<file path="src/rtl/ysyx_25020037_pkg.sv">
// Shared constants for the GPR/CSR bank: CSR addresses, mstatus layout, reset values, IDs.
package ysyx_25020037_pkg;

    localparam logic [11:0] CSR_MSTATUS   = 12'h300;
    localparam logic [11:0] CSR_MTVEC     = 12'h305;
    localparam logic [11:0] CSR_MSCRATCH  = 12'h340;
    localparam logic [11:0] CSR_MEPC      = 12'h341;
    localparam logic [11:0] CSR_MCAUSE    = 12'h342;
    localparam logic [11:0] CSR_MVENDORID = 12'hF11;
    localparam logic [11:0] CSR_MARCHID   = 12'hF12;

    localparam int unsigned MSTATUS_MIE    = 3;
    localparam int unsigned MSTATUS_MPIE   = 7;
    localparam int unsigned MSTATUS_MPP_LO = 11;

    localparam logic [31:0] MSTATUS_RST   = 32'h0000_1800;
    localparam logic [31:0] MVENDORID_VAL = 32'h7973_7978;
    localparam logic [31:0] MARCHID_VAL   = 32'h017D_C685;

    typedef enum logic [1:0] {
        TRAP_NONE,
        TRAP_ECALL,
        TRAP_MRET
    } trap_e;

    // ecall takes priority when both trap strobes are raised together
    function automatic trap_e trap_kind(input logic ecall, input logic mret);
        if (ecall) return TRAP_ECALL;
        if (mret)  return TRAP_MRET;
        return TRAP_NONE;
    endfunction

endpackage

</file>
<file path="src/rtl/ysyx_25020037_scoreboard.sv">
// Per-GPR busy bits plus a single CSR busy flag; produces the issue-ready decision.
// Build option YSYX_25020037_GPR_BYPASS_EN lets a same-cycle commit release a hazard.
module ysyx_25020037_scoreboard
    import ysyx_25020037_pkg::*;
#(
    parameter int unsigned NREG = 16,
    localparam int unsigned AW  = $clog2(NREG)
) (
    input  logic          clk,
    input  logic          rst_n,
    input  logic          iss_valid,
    input  logic [AW-1:0] iss_rs1,
    input  logic [AW-1:0] iss_rs2,
    input  logic [AW-1:0] iss_rd,
    input  logic          iss_rd_wen,
    input  logic          iss_csr_any,
    input  logic          iss_csr_set,
    input  logic          wb_valid,
    input  logic [AW-1:0] wb_rd,
    input  logic          wb_wen,
    input  logic          wb_csr_clr,
    input  logic          flush,
    output logic          iss_ready
);

    logic [NREG-1:0] busy, busy_eff, clr_mask, set_mask;
    logic            csr_busy, csr_busy_eff, accept;

    always_comb begin
        clr_mask = '0;
        set_mask = '0;
        if (wb_valid && wb_wen)
            clr_mask[wb_rd] = 1'b1;
        if (accept && iss_rd_wen && iss_rd != '0)
            set_mask[iss_rd] = 1'b1;
    end

`ifdef YSYX_25020037_GPR_BYPASS_EN
    assign busy_eff     = busy & ~clr_mask;
    assign csr_busy_eff = csr_busy & ~wb_csr_clr;
`else
    assign busy_eff     = busy;
    assign csr_busy_eff = csr_busy;
`endif

    always_comb begin
        iss_ready = 1'b1;
        if (iss_rs1 != '0 && busy_eff[iss_rs1]) iss_ready = 1'b0;
        if (iss_rs2 != '0 && busy_eff[iss_rs2]) iss_ready = 1'b0;
        if (iss_rd_wen && busy_eff[iss_rd])     iss_ready = 1'b0;
        if (iss_csr_any && csr_busy_eff)        iss_ready = 1'b0;
    end

    assign accept = iss_valid & iss_ready;

    // set is applied after clear so a same-cycle set wins; flush beats both
    always_ff @(posedge clk or negedge rst_n) begin
        if (!rst_n) begin
            busy     <= '0;
            csr_busy <= 1'b0;
        end else if (flush) begin
            busy     <= '0;
            csr_busy <= 1'b0;
        end else begin
            busy     <= (busy & ~clr_mask) | set_mask;
            csr_busy <= (csr_busy & ~wb_csr_clr) | (accept & iss_csr_set);
        end
    end

endmodule

</file>
<file path="src/rtl/ysyx_25020037_gpr_csr_sb.sv">
// GPR bank, machine trap CSRs and redirect, fronted by the issue scoreboard.
// Build option YSYX_25020037_GPR_BYPASS_EN enables writeback-to-read bypass.
module ysyx_25020037_gpr_csr_sb
    import ysyx_25020037_pkg::*;
#(
    parameter int unsigned NREG         = 16,
    parameter int unsigned XLEN         = 32,
    parameter logic [XLEN-1:0] ECALL_CAUSE = XLEN'(32'hb),
    localparam int unsigned AW          = $clog2(NREG)
) (
    input  logic            clk,
    input  logic            rst_n,
    input  logic            iss_valid,
    output logic            iss_ready,
    input  logic [AW-1:0]   iss_rs1,
    input  logic [AW-1:0]   iss_rs2,
    input  logic [AW-1:0]   iss_rd,
    input  logic            iss_rd_wen,
    input  logic            iss_csr_rd,
    input  logic            iss_csr_wr,
    input  logic [11:0]     iss_csr_addr,
    input  logic            iss_ecall,
    input  logic            iss_mret,
    output logic [XLEN-1:0] rs1_data,
    output logic [XLEN-1:0] rs2_data,
    output logic [XLEN-1:0] csr_rdata,
    input  logic            wb_valid,
    input  logic [AW-1:0]   wb_rd,
    input  logic            wb_wen,
    input  logic [XLEN-1:0] wb_data,
    input  logic            wb_csr_wen,
    input  logic [11:0]     wb_csr_addr,
    input  logic [XLEN-1:0] wb_csr_data,
    input  logic            wb_ecall,
    input  logic            wb_mret,
    input  logic [XLEN-1:0] wb_pc,
    output logic            redirect_valid,
    output logic [XLEN-1:0] redirect_pc,
    input  logic            flush
);

    logic [XLEN-1:0] gpr [NREG];
    logic [XLEN-1:0] mstatus, mtvec, mepc, mcause, mscratch;
    logic [XLEN-1:0] mstatus_n, mtvec_n, mepc_n, mcause_n, mscratch_n;
    logic            gpr_we, csr_we;
    logic [11:0]     csr_raddr;
    trap_e           trap;

    ysyx_25020037_scoreboard #(.NREG(NREG)) u_sb (
        .clk        (clk),
        .rst_n      (rst_n),
        .iss_valid  (iss_valid),
        .iss_rs1    (iss_rs1),
        .iss_rs2    (iss_rs2),
        .iss_rd     (iss_rd),
        .iss_rd_wen (iss_rd_wen),
        .iss_csr_any(iss_csr_rd | iss_csr_wr | iss_ecall | iss_mret),
        .iss_csr_set(iss_csr_wr | iss_ecall | iss_mret),
        .wb_valid   (wb_valid),
        .wb_rd      (wb_rd),
        .wb_wen     (wb_wen),
        .wb_csr_clr (wb_valid & (wb_csr_wen | wb_ecall | wb_mret)),
        .flush      (flush),
        .iss_ready  (iss_ready)
    );

    assign gpr_we = wb_valid & wb_wen & (wb_rd != '0);
    assign csr_we = wb_valid & wb_csr_wen;
    assign trap   = wb_valid ? trap_kind(wb_ecall, wb_mret) : TRAP_NONE;

    always_ff @(posedge clk or negedge rst_n) begin
        if (!rst_n) begin
            for (int unsigned i = 0; i < NREG; i++)
                gpr[i] <= '0;
        end else if (gpr_we) begin
            gpr[wb_rd] <= wb_data;
        end
    end

`ifdef YSYX_25020037_GPR_BYPASS_EN
    assign rs1_data = (iss_rs1 == '0) ? '0 : (gpr_we && wb_rd == iss_rs1) ? wb_data : gpr[iss_rs1];
    assign rs2_data = (iss_rs2 == '0) ? '0 : (gpr_we && wb_rd == iss_rs2) ? wb_data : gpr[iss_rs2];
`else
    assign rs1_data = (iss_rs1 == '0) ? '0 : gpr[iss_rs1];
    assign rs2_data = (iss_rs2 == '0) ? '0 : gpr[iss_rs2];
`endif

    // A trap commit owns mstatus/mepc/mcause; software writes to them are dropped that cycle.
    always_comb begin
        mstatus_n  = mstatus;
        mtvec_n    = mtvec;
        mepc_n     = mepc;
        mcause_n   = mcause;
        mscratch_n = mscratch;
        if (csr_we) begin
            case (wb_csr_addr)
                CSR_MSTATUS:  if (trap == TRAP_NONE) mstatus_n = wb_csr_data;
                CSR_MTVEC:    mtvec_n = wb_csr_data;
                CSR_MEPC:     if (trap == TRAP_NONE) mepc_n = wb_csr_data;
                CSR_MCAUSE:   if (trap == TRAP_NONE) mcause_n = wb_csr_data;
                CSR_MSCRATCH: mscratch_n = wb_csr_data;
                default: ;
            endcase
        end
        case (trap)
            TRAP_ECALL: begin
                mepc_n                          = wb_pc;
                mcause_n                        = ECALL_CAUSE;
                mstatus_n[MSTATUS_MPIE]         = mstatus[MSTATUS_MIE];
                mstatus_n[MSTATUS_MIE]          = 1'b0;
                mstatus_n[MSTATUS_MPP_LO +: 2]  = 2'b11;
            end
            TRAP_MRET: begin
                mstatus_n[MSTATUS_MIE]          = mstatus[MSTATUS_MPIE];
                mstatus_n[MSTATUS_MPIE]         = 1'b1;
                mstatus_n[MSTATUS_MPP_LO +: 2]  = 2'b00;
            end
            default: ;
        endcase
    end

    always_ff @(posedge clk or negedge rst_n) begin
        if (!rst_n) begin
            mstatus        <= XLEN'(MSTATUS_RST);
            mtvec          <= '0;
            mepc           <= '0;
            mcause         <= '0;
            mscratch       <= '0;
            redirect_valid <= 1'b0;
            redirect_pc    <= '0;
        end else begin
            mstatus        <= mstatus_n;
            mtvec          <= mtvec_n;
            mepc           <= mepc_n;
            mcause         <= mcause_n;
            mscratch       <= mscratch_n;
            redirect_valid <= (trap != TRAP_NONE);
            if (trap != TRAP_NONE)
                redirect_pc <= (trap == TRAP_ECALL) ? mtvec : mepc;
        end
    end

    function automatic logic [XLEN-1:0] csr_mux(input logic [11:0] a, input logic [XLEN-1:0] st,
                                                input logic [XLEN-1:0] tv, input logic [XLEN-1:0] ep,
                                                input logic [XLEN-1:0] ca, input logic [XLEN-1:0] sc);
        case (a)
            CSR_MSTATUS:   return st;
            CSR_MTVEC:     return tv;
            CSR_MEPC:      return ep;
            CSR_MCAUSE:    return ca;
            CSR_MSCRATCH:  return sc;
            CSR_MVENDORID: return XLEN'(MVENDORID_VAL);
            CSR_MARCHID:   return XLEN'(MARCHID_VAL);
            default:       return '0;
        endcase
    endfunction

    assign csr_raddr = iss_ecall ? CSR_MTVEC : iss_mret ? CSR_MEPC : iss_csr_addr;

`ifdef YSYX_25020037_GPR_BYPASS_EN
    // next-state values equal the current ones unless a commit is landing this cycle
    assign csr_rdata = csr_mux(csr_raddr, mstatus_n, mtvec_n, mepc_n, mcause_n, mscratch_n);
`else
    assign csr_rdata = csr_mux(csr_raddr, mstatus, mtvec, mepc, mcause, mscratch);
`endif

endmodule

</file>
<file path="config.mk">
export PLATFORM = sky130hd
export DESIGN_NAME = ysyx_25020037_gpr_csr_sb
export DESIGN_NICKNAME = d
export VERILOG_FILES = /design/src/rtl/ysyx_25020037_pkg.sv /design/src/rtl/ysyx_25020037_scoreboard.sv /design/src/rtl/ysyx_25020037_gpr_csr_sb.sv
export SDC_FILE = /design/constraint.sdc
export NUM_CORES = 1
export LEC_CHECK = 0
export BUFFER_PORTS_ARGS = -buffer_cell sky130_fd_sc_hd__buf_4
export CAP_MARGIN = 5
export CORE_ASPECT_RATIO = 1.2
export CORE_MARGIN = 2
export CORE_UTILIZATION = 35
export CTS_CLUSTER_DIAMETER = 40
export DETAILED_ROUTE_END_ITERATION = 8
export SYNTH_ARGS = -nofsm -noshare
export SYNTH_HDL_FRONTEND = slang
export SYNTH_SLANG_ARGS = --single-unit
export TNS_END_PERCENT = 30
</file>
<file path="constraint.sdc">
create_clock -name clk -period 1.9 [get_ports clk]
set_input_delay 0.19 -clock clk [delete_from_list [all_inputs] [get_ports clk]]
set_output_delay 0.19 -clock clk [all_outputs]
set_load 0.02 [all_outputs]
</file>
Word-level counts from Yosys, hierarchy flattened:

Index checks and enable logic that the tools add are counted.

* input port bits: 150
* RAM bits: 0
* word-level logic and storage cells: 157
* flip-flop bits (word level): 722
* bits in latches: 0
* memories kept: 0
* ROM bits: 0

* shifts and indexed selects: 0
* add/sub/neg operators: 0
* $mul: 0
* divide/modulo/power cells: 0
* mux-type cells: 54
* $lt $le $gt $ge: 10
* equal/unequal tests: 14
* bitwise gates (word level): 22
* reduce and logical (&&, ||, !) cells: 31

Operators by type and width (count)
* 512-bit bitwise mux: 1
* 32-bit 2-to-1 mux: 15
* 32-bit binary-select mux with 4-bit select: 2
* 32-bit case mux with 7 select lines: 1
* 32-bit demux with 4-bit select: 1
* 12-bit by 10-bit equality test with 1-bit output, second input constant: 10
* 16-bit 2-to-1 mux: 3
* 13-bit 2-to-1 mux: 3
* 12-bit equality test, second input constant: 2
* 12-bit 2-to-1 mux: 2
* 4-bit by 5-bit less-than comparator with 1-bit output, second input constant: 4
* 16-bit bitwise AND: 1
* 16-bit NOT: 1
* 16-bit bitwise OR: 1
* 4-bit nonzero test: 4
* 5-bit greater-or-equal comparator, second input constant: 3
* 4-bit NOT with 5-bit output: 3
* 1-bit 2-to-1 mux: 13
* 1-bit binary-select mux with 4-bit select: 3
* 3-bit AND reduction: 4
* 1-bit logical AND: 10
* 2-bit 2-to-1 mux: 5
* 2-bit nonzero test: 5
* 3-bit nonzero test: 3
* other kinds (13): 31

Logic depth before layout (Yosys ltp):

* word-level depth: 13
* gate-level depth with buffers: 9
* depth with buffers taken out: 5

By module:

Synthesis repeated with hierarchy kept, for this count alone.

* cells, all modules: 2843
* area total of the unflattened synthesis: 37419.6 µm²

Modules (own cells, without submodules)
* ysyx_25020037_gpr_csr_sb: area each 36129.7 µm², instances 1, cells each 2727, seq. area each 17644.4 µm²
* ysyx_25020037_scoreboard: area each 1290.0 µm², instances 1, cells each 116, seq. area each 425.4 µm²

Worst setup path before layout:

No wires, ideal clock.

* path kind: input to output
* from: input iss_rs2[1]
* to: output rs2_data[10]
* cell stages on the path: 6
* path slack: -168 ps
* data arrival time: 1878 ps
* cells stage by stage: buf_2 -> buf_2 -> clkbuf_1 -> mux4_2 -> mux4_2 -> nor2b_1

* cells in the longest elaborated chain, start to end: 5
* elaborated cells between the ends (all ways): 6

Ends and longest elaborated chain
* start: declaration: RTL line ysyx_25020037_gpr_csr_sb.sv:16 `input logic [AW-1:0] iss_rs2,`
* 4-bit NOT with 5-bit output (implied by the code): RTL line ysyx_25020037_gpr_csr_sb.sv:85 `assign rs2_data = (iss_rs2 == '0) ? '0 : gpr[iss_rs2];`
* 32-bit binary-select mux with 4-bit select: RTL line ysyx_25020037_gpr_csr_sb.sv:85
* 32-bit 2-to-1 mux (implied by the code) (2 in a row): RTL line ysyx_25020037_gpr_csr_sb.sv:85
* 32-bit 2-to-1 mux *: RTL line ysyx_25020037_gpr_csr_sb.sv:85
* end: declaration: RTL line ysyx_25020037_gpr_csr_sb.sv:25 `output logic [XLEN-1:0] rs2_data,`

Mark *: on every way between the ends. The rest lies on a longest branch, timed or not. The select of a mux whose other input is x is not followed.

Worst setup path in the final report:

* from: register gpr[389] (netlist bit)
* to: output rs1_data[5]

* cells in the longest elaborated chain, start to end: 4

Ends and longest elaborated chain
* start: declaration: RTL line ysyx_25020037_gpr_csr_sb.sv:42 `logic [XLEN-1:0] gpr [NREG];`
* start signal: indexed assignment: RTL line ysyx_25020037_gpr_csr_sb.sv:76 `gpr[wb_rd] <= wb_data;`
* 32-bit binary-select mux with 4-bit select: RTL line ysyx_25020037_gpr_csr_sb.sv:84 `assign rs1_data = (iss_rs1 == '0) ? '0 : gpr[iss_rs1];`
* 32-bit 2-to-1 mux (implied by the code) (2 in a row): RTL line ysyx_25020037_gpr_csr_sb.sv:84
* 32-bit 2-to-1 mux: RTL line ysyx_25020037_gpr_csr_sb.sv:84
* end: declaration: RTL line ysyx_25020037_gpr_csr_sb.sv:24 `output logic [XLEN-1:0] rs1_data,`

No other way between the ends. The select of a mux whose other input is x is not followed.

==> results.json <==
{
  "status": "finished, violations left",
  "violations": "setup timing",
  "fill_cells": 9201,
  "worst_pin_slew_ps": 793,
  "avgSynthCellArea_um2": 14.5,
  "ys_seq_area_frac": 0.483,
  "multi_input_area_mm2": 0.0188,
  "report.final.slew_viol_count": 0,
  "area_growth_pct": 31.3,
  "num_vias": 25600,
  "ctsHtreeMaxLevel": 3,
  "r2r-end": "u_sb.csr_busy",
  "synth.area.top_cells": "dfrtp_1 48%, mux4_2 20%, mux2_2 15%",
  "cp_max_fo": 3,
  "hold_viol": 0,
  "intPower_mw": 36.6,
  "tns_ps": -51010,
  "worst_slack_ps": -706,
  "synth_top_cell_by_area": "dfrtp_1",
  "fin_skew_ps": 23.0,
  "synth.net_count": 2727,
  "vdd_drop_max_mv": 0.781,
  "p_per_area_mw_per_mm2": 1020,
  "cts_buffer_depth": 3,
  "comb_power_share": 0.196,
  "row_count": 131,
  "die_h_um": 362,
  "dp_cells": 4197,
  "totalWireLength_um": 114000,
  "worstPathArrival_ps": 2420,
  "critPathKind": "flip-flop to primary output",
  "gp_congestion": 0.855,
  "syn_inst": 2577,
  "power.static_leakage_nw": 21.6,
  "netlist_top_cells_count": "720 x dfrtp_1, 498 x mux2_2, 324 x mux4_2",
  "hp-class": "input port to flip-flop",
  "maxCapViolCount": 0,
  "period_share": 1.37,
  "grt_pass1_vias": 27900,
  "nNetsFinal": 3213,
  "core_mm2": 0.106,
  "setup_viol": 124,
  "drc": 0,
  "endpoint_kind": "primary output",
  "dieArea_mm2": 0.109,
  "crit_required_ps": 1710,
  "grt_setup_unrepaired": "true",
  "drive_above_1_share": 0.520,
  "max_freq_mhz": 384,
  "root_buffer": "clkbuf_16",
  "die_w_um": 302,
  "critical_path.startpoint_type": "flip-flop",
  "ant_nets": 0,
  "synth.top_cell.area_share": 0.482,
  "switching_power_mw": 13.5,
  "vias_per_cell": 5.63,
  "endpoint": "rs1_data[5]",
  "min_period_ps": 2610,
  "seq_power_share": 0.382,
  "cts_made_buffers": 105,
  "avgRoutedWirePerCell_um": 25.1,
  "switching_share": 0.270,
  "grt_antenna_before_repair": 4,
  "critPathLaunch": "gpr[389]",
  "initial_core_util": 0.353,
  "regToRegSetupSlack_ps": 0,
  "r2r_start": "u_sb.busy[9]",
  "clkPwrFrac": 0.422,
  "drtIter0Drc": 1632,
  "first_pass_iters": 6,
  "async_reset_ff_frac": 1.00,
  "hpwl_um": 74500,
  "grt_pass1_wl_um": 176000,
  "grt_overflow": 0,
  "numPortBuffers": 279,
  "fin_cells": 4551,
  "regArea_mm2": 0.0181,
  "ys.flop_type": "dfrtp_1",
  "syn_area_mm2": 0.0374,
  "clk_latency_ps": 720,
  "io_pins": 280,
  "synth_cell_types": 53,
  "clkSinkCount": 722,
  "synth_edf_count": 0,
  "yosys_warnings": 0,
  "ys_ff_latch": 722,
  "cts_tree": "yes",
  "yosysMostFrequentCell": "dfrtp_1",
  "clkSlewWorstSetupHoldPaths_ps": 50,
  "grt_use_total": 0.211,
  "worst-r2r-cell-count": 7,
  "grt_max_degree": 103,
  "slew-limit-headroom": 0.470
}
[layout by cell type (no fill, tap or decap), types with 16 or more instances in the layout]
cell type,n
mux2_2,497
mux2i_1,43
buf_12,83
mux4_2,324
nand3b_1,20
dlygate4sd3_1,141
bufinv_16,16
a222oi_1,26
clkbuf_16,107
dfrtp_1,720
buf_4,348
o21ai_1,44
a22o_1,46
inv_6,21
nand2_1,184
nand3_1,50
a21oi_1,30
buf_6,74
mux2_1,108
nor2b_4,61
[cell type report]
cell class / instances / share of cell area
Antenna cell: 2 / 0.000102
Timing Repair Buffer: 650 / 0.134
Multi-Input combinational cell: 1577 / 0.383
Inverter: 7 / 0.000535
Tap cell: 1396 / 0.0356
Clock buffer: 121 / 0.0573
Sequential cell: 722 / 0.368
Clock inverter: 76 / 0.0212
[critical path, stage by stage (launching register included)]
cell and delay, ps:
dfrtp_1 390, mux4_2 490, mux4_2 520, nor2b_4 170, buf_6 130
[per-stage QoR]
stage | util | worst slack (ps) | hold slack, ps | instance area [µm²] | power, mW
3_5_place_dp | 0.406 | -431 | 75.2 | 43100 | 28.3
4_1_cts | 0.461 | -768 | 3.62 | 48900 | 50.5
2_1_floorplan | - | -58.5 | -106 | 37800 | 24.9
3_3_place_gp | 0.406 | -443 | 76.1 | 43100 | 27.9
6_report | 0.463 | -706 | 65.3 | 49100 | 50.1
5_1_grt | 0.463 | -766 | 65.0 | 49100 | 52.1
[sequential cells by signal, summed over array words and instances, names as in the netlist]
signal	cells
redirect_valid	1
u_sb.busy	16
mstatus	32
mscratch	32
gpr	512
mcause	32
u_sb.csr_busy	1
mtvec	32
mepc	32
redirect_pc	32
[worst min path at each step]
stage                     startpoint            end  slack, ps  cells after the start
final                     wb_csr_wen  u_sb.csr_busy         70                      5
after global routing        wb_rd[1]  u_sb.busy[13]         70                      4
after CTS                 wb_csr_wen  u_sb.csr_busy          4                      5
after detailed placement       rst_n       gpr[343]         80                      1
after global placement         rst_n       gpr[343]         80                      1
after floorplan                rst_n         gpr[0]       -110                      0
[repair_timing]
item,in CTS,in global routing
gates cloned,0,0
pin swaps,10,10
setup endpoints to repair,111,142
buffers inserted,9,5
hold buffers,141,0
hold endpoints to repair,1346,0
resized for setup,129,25
[metal layers]
metal  share of wire  global-route usage  vias to the layer above
li1                -                   -                    10800
met1            0.41               0.269                    13700
met2            0.51               0.365                      845
met3           0.051              0.0322                      209
met4           0.027              0.0722                        6
met5         0.00038                   0                        -
[power by group through the flow]
stage | logic (mW) | registers, mW | clock network (mW)
after floorplan | 6.03 | 18.8 | 0
after detailed placement | 8.96 | 19.4 | 0
after CTS | 9.82 | 19.1 | 21.5
after global routing | 10.4 | 19.4 | 22.2
after global placement | 8.74 | 19.2 | 0
final | 9.81 | 19.1 | 21.1
[kinds of logic (layout without fill, tap and decap cells)]
logic type | count (synthesis) | after routing | share of synthesized area
other cells | 0 | 2 | 0
flops | 722 | 722 | 0.483
buf+inv | 278 | 854 | 0.0341
mux | 974 | 974 | 0.390
compound gates | 185 | 185 | 0.0358
simple gates | 418 | 418 | 0.0572
(Power assumes the default switching activity.)
